--- src/rtl/wb_arbiter.sv ---
// Writeback arbiter: merges never-stalled load returns with queued ALU results
// onto the single register-file write port, and tracks pending destinations.
module wb_arbiter #(
  parameter int W     = 8,
  parameter int A     = 3,
  parameter int DEPTH = 2
) (
  input  logic              Clk,
  input  logic              Reset,
  input  logic              AluValid,
  output logic              AluReady,
  input  logic [A-1:0]      AluAddr,
  input  logic [W-1:0]      AluData,
  input  logic              LoadValid,
  input  logic [A-1:0]      LoadAddr,
  input  logic [W-1:0]      LoadData,
  output logic              RfWriteEn,
  output logic [A-1:0]      RfWaddr,
  output logic [W-1:0]      RfDataIn,
  output logic [2**A-1:0]   PendingMask,
  output logic              Conflict
);

  localparam int PW = (DEPTH > 1) ? $clog2(DEPTH) : 1;
  localparam int CW = $clog2(DEPTH + 1);
  localparam int NR = 2 ** A;

  // ALU handshake: a result transfers on a rising edge where AluValid && AluReady.
  // AluReady depends only on the occupancy count, never on this cycle's dequeue.

  logic [A-1:0]     q_addr_q [DEPTH];
  logic [A-1:0]     q_addr_d [DEPTH];
  logic [W-1:0]     q_data_q [DEPTH];
  logic [W-1:0]     q_data_d [DEPTH];
  logic [DEPTH-1:0] q_valid_q, q_valid_d;
  logic [PW-1:0]    head_q, head_d;
  logic [PW-1:0]    tail_q, tail_d;
  logic [CW-1:0]    count_q, count_d;

  logic             rf_we_q, rf_we_d;
  logic [A-1:0]     rf_waddr_q, rf_waddr_d;
  logic [W-1:0]     rf_wdata_q, rf_wdata_d;
  logic             conflict_q, conflict_d;

  logic             alu_fire;
  logic             enq;
  logic             deq;
  logic [NR-1:0]    pending;

  function automatic logic [PW-1:0] next_ptr(input logic [PW-1:0] p);
    if (p == PW'(DEPTH - 1)) begin
      return '0;
    end
    return p + PW'(1);
  endfunction

  assign AluReady = (count_q < CW'(DEPTH));
  assign alu_fire = AluValid && AluReady;

  // Valid slots plus the write currently being presented to the register file.
  always_comb begin
    pending = '0;
    for (int i = 0; i < DEPTH; i++) begin
      if (q_valid_q[i]) begin
        pending[q_addr_q[i]] = 1'b1;
      end
    end
    if (rf_we_q) begin
      pending[rf_waddr_q] = 1'b1;
    end
  end

  assign PendingMask = pending;

  always_comb begin
    rf_we_d    = 1'b0;
    rf_waddr_d = rf_waddr_q;
    rf_wdata_d = rf_wdata_q;
    enq        = 1'b0;
    deq        = 1'b0;
    if (LoadValid) begin
      rf_we_d    = 1'b1;
      rf_waddr_d = LoadAddr;
      rf_wdata_d = LoadData;
      enq        = alu_fire;
    end else if (count_q != '0) begin
      rf_we_d    = 1'b1;
      rf_waddr_d = q_addr_q[head_q];
      rf_wdata_d = q_data_q[head_q];
      deq        = 1'b1;
      enq        = alu_fire;
    end else if (alu_fire) begin
      rf_we_d    = 1'b1;
      rf_waddr_d = AluAddr;
      rf_wdata_d = AluData;
    end
  end

  always_comb begin
    q_addr_d  = q_addr_q;
    q_data_d  = q_data_q;
    q_valid_d = q_valid_q;
    head_d    = head_q;
    tail_d    = tail_q;
    if (deq) begin
      q_valid_d[head_q] = 1'b0;
      head_d            = next_ptr(head_q);
    end
    // Enqueue only happens when not full, so tail never collides with head here.
    if (enq) begin
      q_valid_d[tail_q] = 1'b1;
      q_addr_d[tail_q]  = AluAddr;
      q_data_d[tail_q]  = AluData;
      tail_d            = next_ptr(tail_q);
    end
    count_d = count_q + CW'(enq) - CW'(deq);
  end

  always_comb begin
    conflict_d = (alu_fire && pending[AluAddr])
              || (LoadValid && pending[LoadAddr])
              || (alu_fire && LoadValid && (AluAddr == LoadAddr));
  end

  always_ff @(posedge Clk) begin
    if (Reset) begin
      q_valid_q  <= '0;
      head_q     <= '0;
      tail_q     <= '0;
      count_q    <= '0;
      rf_we_q    <= 1'b0;
      rf_waddr_q <= '0;
      rf_wdata_q <= '0;
      conflict_q <= 1'b0;
    end else begin
      q_valid_q  <= q_valid_d;
      head_q     <= head_d;
      tail_q     <= tail_d;
      count_q    <= count_d;
      rf_we_q    <= rf_we_d;
      rf_waddr_q <= rf_waddr_d;
      rf_wdata_q <= rf_wdata_d;
      conflict_q <= conflict_d;
    end
  end

  // Payload storage needs no reset: slot contents are only read when valid.
  always_ff @(posedge Clk) begin
    q_addr_q <= q_addr_d;
    q_data_q <= q_data_d;
  end

  assign RfWriteEn = rf_we_q;
  assign RfWaddr   = rf_waddr_q;
  assign RfDataIn  = rf_wdata_q;
  assign Conflict  = conflict_q;

endmodule

--- config.mk ---
export PLATFORM = sky130hd
export DESIGN_NAME = wb_arbiter
export DESIGN_NICKNAME = d
export VERILOG_FILES = /design/src/rtl/wb_arbiter.sv
export SDC_FILE = /design/constraint.sdc
export NUM_CORES = 1
export LEC_CHECK = 0
export ABC_CLOCK_PERIOD_IN_PS = 2370
export BUFFER_PORTS_ARGS = -buffer_cell sky130_fd_sc_hd__buf_2
export CAP_MARGIN = 20
export CELL_PAD_IN_SITES_DETAIL_PLACEMENT = 1
export CELL_PAD_IN_SITES_GLOBAL_PLACEMENT = 2
export CORE_ASPECT_RATIO = 0.9
export CORE_MARGIN = 2
export CORE_UTILIZATION = 30
export CTS_BUF_LIST = sky130_fd_sc_hd__clkbuf_2
export CTS_CLUSTER_SIZE = 24
export DETAILED_ROUTE_END_ITERATION = 8
export HOLD_SLACK_MARGIN = 0.02
export PLACE_DENSITY = 0.84
export SYNTH_ARGS = -nofsm -noshare
export SYNTH_HDL_FRONTEND = slang
export SYNTH_SLANG_ARGS = --single-unit
--- constraint.sdc ---
create_clock -name Clk -period 2.37 [get_ports Clk]
set_input_delay 0 -clock Clk [delete_from_list [all_inputs] [get_ports Clk]]
set_output_delay 0 -clock Clk [all_outputs]
set_load 0.05 [all_outputs]
==> results.txt <==
The run finished with clean final reports. Class of the tightest hold or removal check: input pin to flip-flop. The area of the die came out at 7960 µm².

The arrival time reported for the critical path endpoint is 2.30 ns, and the die outline width is 93.8 µm. The HPWL after detailed placement is 4600 µm. The required time of the critical path was 2.65 ns; the number of top-level pins was 48. The final layout contains 316 nets.

The maximum number of pins on one net before global-route repair is 21, and the number of post-CTS setup repair buffers is 0. The power density over the cells is 791 nW/µm². TritonCTS built the clock tree. In the routed layout, each cell is associated on average with a via count of 5.32.

Path type of the worst setup path: flip-flop to flip-flop. After clock tree synthesis, the repair step resized 0 gates. Including well taps, the total number of placed cells is 348. Counting every net in the synthesized netlist gives 242. Summed over all instances, the cell type with the most area after synthesis is sky130_fd_sc_hd__edfxtp_1. For the number of design-rule violations left by the first detailed-router iteration, the log shows 117. Setup repair after global routing left no endpoint under its margin.

By count the netlist is led by sky130_fd_sc_hd__nand2_1, sky130_fd_sc_hd__edfxtp_1, sky130_fd_sc_hd__dfxtp_1, sky130_fd_sc_hd__nor2_1, sky130_fd_sc_hd__o21ai_0. Yosys attributes the largest share of cell area to sky130_fd_sc_hd__edfxtp_1, sky130_fd_sc_hd__dfxtp_1, sky130_fd_sc_hd__mux2_2, sky130_fd_sc_hd__nand2_1, sky130_fd_sc_hd__a311oi_1. The most common cell in the netlist is sky130_fd_sc_hd__nand2_1. For this design, the CTS-stage hold fixing added 26 buffers. The worst setup path is launched from a flip-flop.

The total of buffers placed on input and output ports was 47; the worst-skew pair later-pin latency was 0.41 ns. The average size of a mapped cell is 10.2 µm². The number of clock sinks was 41; the relative slew slack was 55.3%.

Before antenna repair, the detailed router went through 4 iterations. The run gives 2 as the number of buffers between clock root and the deepest sink. The final routed wirelength across all metal layers is 6570 µm, and the final setup violation count is 0. Once layout is complete, the cells apart from fillers number 382. The share of power burned in combinational logic is 41.1%. The synthesized netlist occupies a cell area of 2180 µm². The analysis attributes to net switching a power of 0.938 mW. The repair_antennas step left the layout with diodes totalling 0. The area fraction of the dominant cell type after synthesis works out to 30.3%. The worst hold path endpoint was RfWaddr[0]$_SDFFE_PP0P_. The first element of the critical path was q_addr_q[3]$_DFFE_PP_. The final clock skew came out at 0.0244 ns. The number of antenna violations at the first check in global routing was 0.

The placement-stage worst setup slack was 0.399 ns. Critical register-to-register path endpoint: Conflict$_SDFF_PP0_. Clock-pin slew was measured on the worst setup and hold paths at 0.22 ns. Timing would allow up to 0.496 GHz.

Across every metal layer, demand over resource in global routing totals 16.9%. Routability-driven placement finished with a final weighted congestion of 0.874. Sequential cells were found to cover 47.8% of the synthesized design area.

By area, the combinational part of the netlist is dominated by simple AND/OR/NAND/NOR gates. The startpoint identified for the worst hold timing path is LoadValid. Cell at the root of the clock tree: sky130_fd_sc_hd__clkbuf_2. The number of synthesized flops with an enable pin works out to 22. Number of hold violations in the final report: 0. The tools report the number of distinct library cells after synthesis as 41. Once detail routing completed, the nets flagged for antenna violations numbered 0. The number of warning messages in the yosys log came out at 0. The tools report the post-route setup TNS as 0 ns.

The worst hold path stage count works out to 3. After synthesis, the share of cell area in mux cells is 6.60%. The switching power as a share of total power was 42.0%; the growth of design area from synthesis to finish was 29.6%. Of the total synthesized cell area, the portion taken by XOR and XNOR cells is 2.41%. Via count of the first global-routing pass: 2077.

The first global-routing pass estimated 10400 µm of wire. The worst register-to-register path has a setup slack of 0.35 ns. In this run, synthesis produced a sequential element count of 41. For the clock network power share, the log shows 13.4%. The most used flip-flop cell after synthesis is sky130_fd_sc_hd__edfxtp_1. The logs give 0 for the DRC violation count after routing and 0 for the number of violations of the max-capacitance limit. The remaining global-route overflow came out at 0. The post-synthesis share of cell area spent on and, or, nand and nor gates works out to 26.8%. The number of clock buffers added by TritonCTS is 5. The tools report the internal power consumption as 1.30 mW.

The analysis attributes to cell leakage a power of 1.15 nW. Count of mapped cells out of synthesis: 214. Summing the areas of all fa, ha and maj instances in the mapped netlist gives 1.15% of the synthesized area. The tools report the sequential share of power as 45.4%.

The cell count of the worst reg-to-reg path was 5; the final routed wire length divided by cell count was 17.2 µm. After floorplanning, the core was divided into 29 placement rows. In this run the worst path has a maximum fanout of 9. The worst path in the final design needs a cycle of 2.02 ns, including I/O delays and setup. Summing the areas of all compound-gate instances in the mapped netlist gives 12.0% of the synthesized area. The starting density of the core was 31.0%. The worst setup path is captured at a flip-flop.

After layout, the worst path uses 85.1% of the clock period. The tools report the final-report max-slew violation count as 0. The worst register-to-register path begins at q_addr_q[3]$_DFFE_PP_.

The logs give 7040 µm² for the area of the core and 0.352 ns for the worst-case setup margin in the final layout. The die is 84.9 µm tall. The H-tree depth was 2. The post-synthesis async set-or-reset flop share was 0%.

The routed layout has 2033 vias. The share of cells above drive strength 1 is 27.7%, and the peak supply drop is 0.369 mV. The measured slew at the worst slew-check pin works out to 0.654 ns.
==> routing by layer <==
layer | vias to the layer above | share of wire [%] | GRT usage, % | wire length [µm]
li1 | 967 | - | - | -
met1 | 1011 | 47 | 22.8 | 3100
met2 | 48 | 48 | 28.4 | 3160
met3 | 7 | 3.6 | 2.49 | 238
met4 | 0 | 0.96 | 4.22 | 63
met5 | - | 0 | 0 | 0
==> cells in the final DEF (no fill, tap or decap), drive strengths merged <==
cell type	synthesis	final
edfxtp	22	22
clkinv	0	2
or4bb	1	1
nand4b	3	3
ha	2	2
nor2b	4	4
nand4	4	4
nor4	3	3
a21oi	4	4
nand2	28	28
nor4b	3	3
and2	1	1
o31ai	1	1
or2	1	1
clkbuf	7	6
o21ai	13	13
nor3	4	4
dfxtp	19	19
buf	3	51
nand3	1	1
inv	9	9
a41oi	1	1
nor4bb	1	1
mux2i	2	2
mux2	11	11
and4bb	8	8
o211ai	1	1
xnor2	6	6
or4b	1	1
nor2	19	19
dlygate4sd3	0	26
a2111oi	1	1
and3	3	3
a311oi	12	12
o221ai	1	1
a221oi	2	2
and4b	6	6
o22ai	1	1
or3	5	5
==> worst max-delay path by stage <==
stage	to	slack, ns	cells past startpoint
2_1_floorplan	Conflict$_SDFF_PP0_	0.14	6
3_3_place_gp	Conflict$_SDFF_PP0_	0.39	5
3_5_place_dp	Conflict$_SDFF_PP0_	0.40	5
4_1_cts	PendingMask[5]	0.37	4
5_1_grt	Conflict$_SDFF_PP0_	0.23	5
6_report	Conflict$_SDFF_PP0_	0.35	5
==> metrics by stage <==
step	instance area [µm²]	utilization [%]	hold slack (ns)	total power [mW]
after floorplan	2180	-	0.0989	1.64
after global placement	2520	35.9	0.206	1.89
after detailed placement	2520	35.9	0.210	1.92
after CTS	2820	40.1	0.0320	2.25
after global routing	2820	40.1	0.0482	2.37
final	2820	40.1	0.0405	2.23
==> registers in the layout (all words and copies together), names as in the netlist <==
name and flops:
Conflict 1, tail_q 1, RfWriteEn 1, count_q 2, q_valid_q 2, RfWaddr 3
head_q 1, RfDataIn 8, q_addr_q 6, q_data_q 16
==> logic make-up (layout without fill, tap and decap cells) <==
| logic type | after synthesis | in the layout |
|---|---|---|
| AOI/OAI and AO/OA | 37 | 37 |
| xor gates and xnor gates | 6 | 6 |
| adders and majority gates | 2 | 2 |
| buffers and inverters | 19 | 94 |
| DFF | 41 | 41 |
| muxes | 13 | 13 |
| and+or+nand+nor | 96 | 96 |
==> worst max-delay path, stage by stage (launching register included) <==
cell and delay, ns:
sky130_fd_sc_hd__edfxtp_1 0.55, sky130_fd_sc_hd__and4b_2 0.30, sky130_fd_sc_hd__nor3_1 0.43, sky130_fd_sc_hd__a2111oi_0 0.25, sky130_fd_sc_hd__a311oi_2 0.27, sky130_fd_sc_hd__a41oi_1 0.12
==> power by group through the flow <==
stage               clock network, mW  registers [mW]  logic, mW
finish                          0.300            1.01      0.919
global route                    0.333            1.04      0.996
CTS                             0.311            1.01      0.923
detailed placement                  0            1.03      0.885
global placement                    0            1.02      0.875
floorplan                           0            1.12      0.517
==> cell type report <==
type | count | area, µm²
Clock buffer | 6 | 30.0
Clock inverter | 2 | 10.0
Fill cell | 848 | 4220
Inverter | 9 | 33.8
Multi-Input combinational cell | 154 | 1070
Sequential cell | 41 | 1040
Tap cell | 93 | 116
Timing Repair Buffer | 77 | 526
No activity file was read; power rests on OpenSTA's default activity.
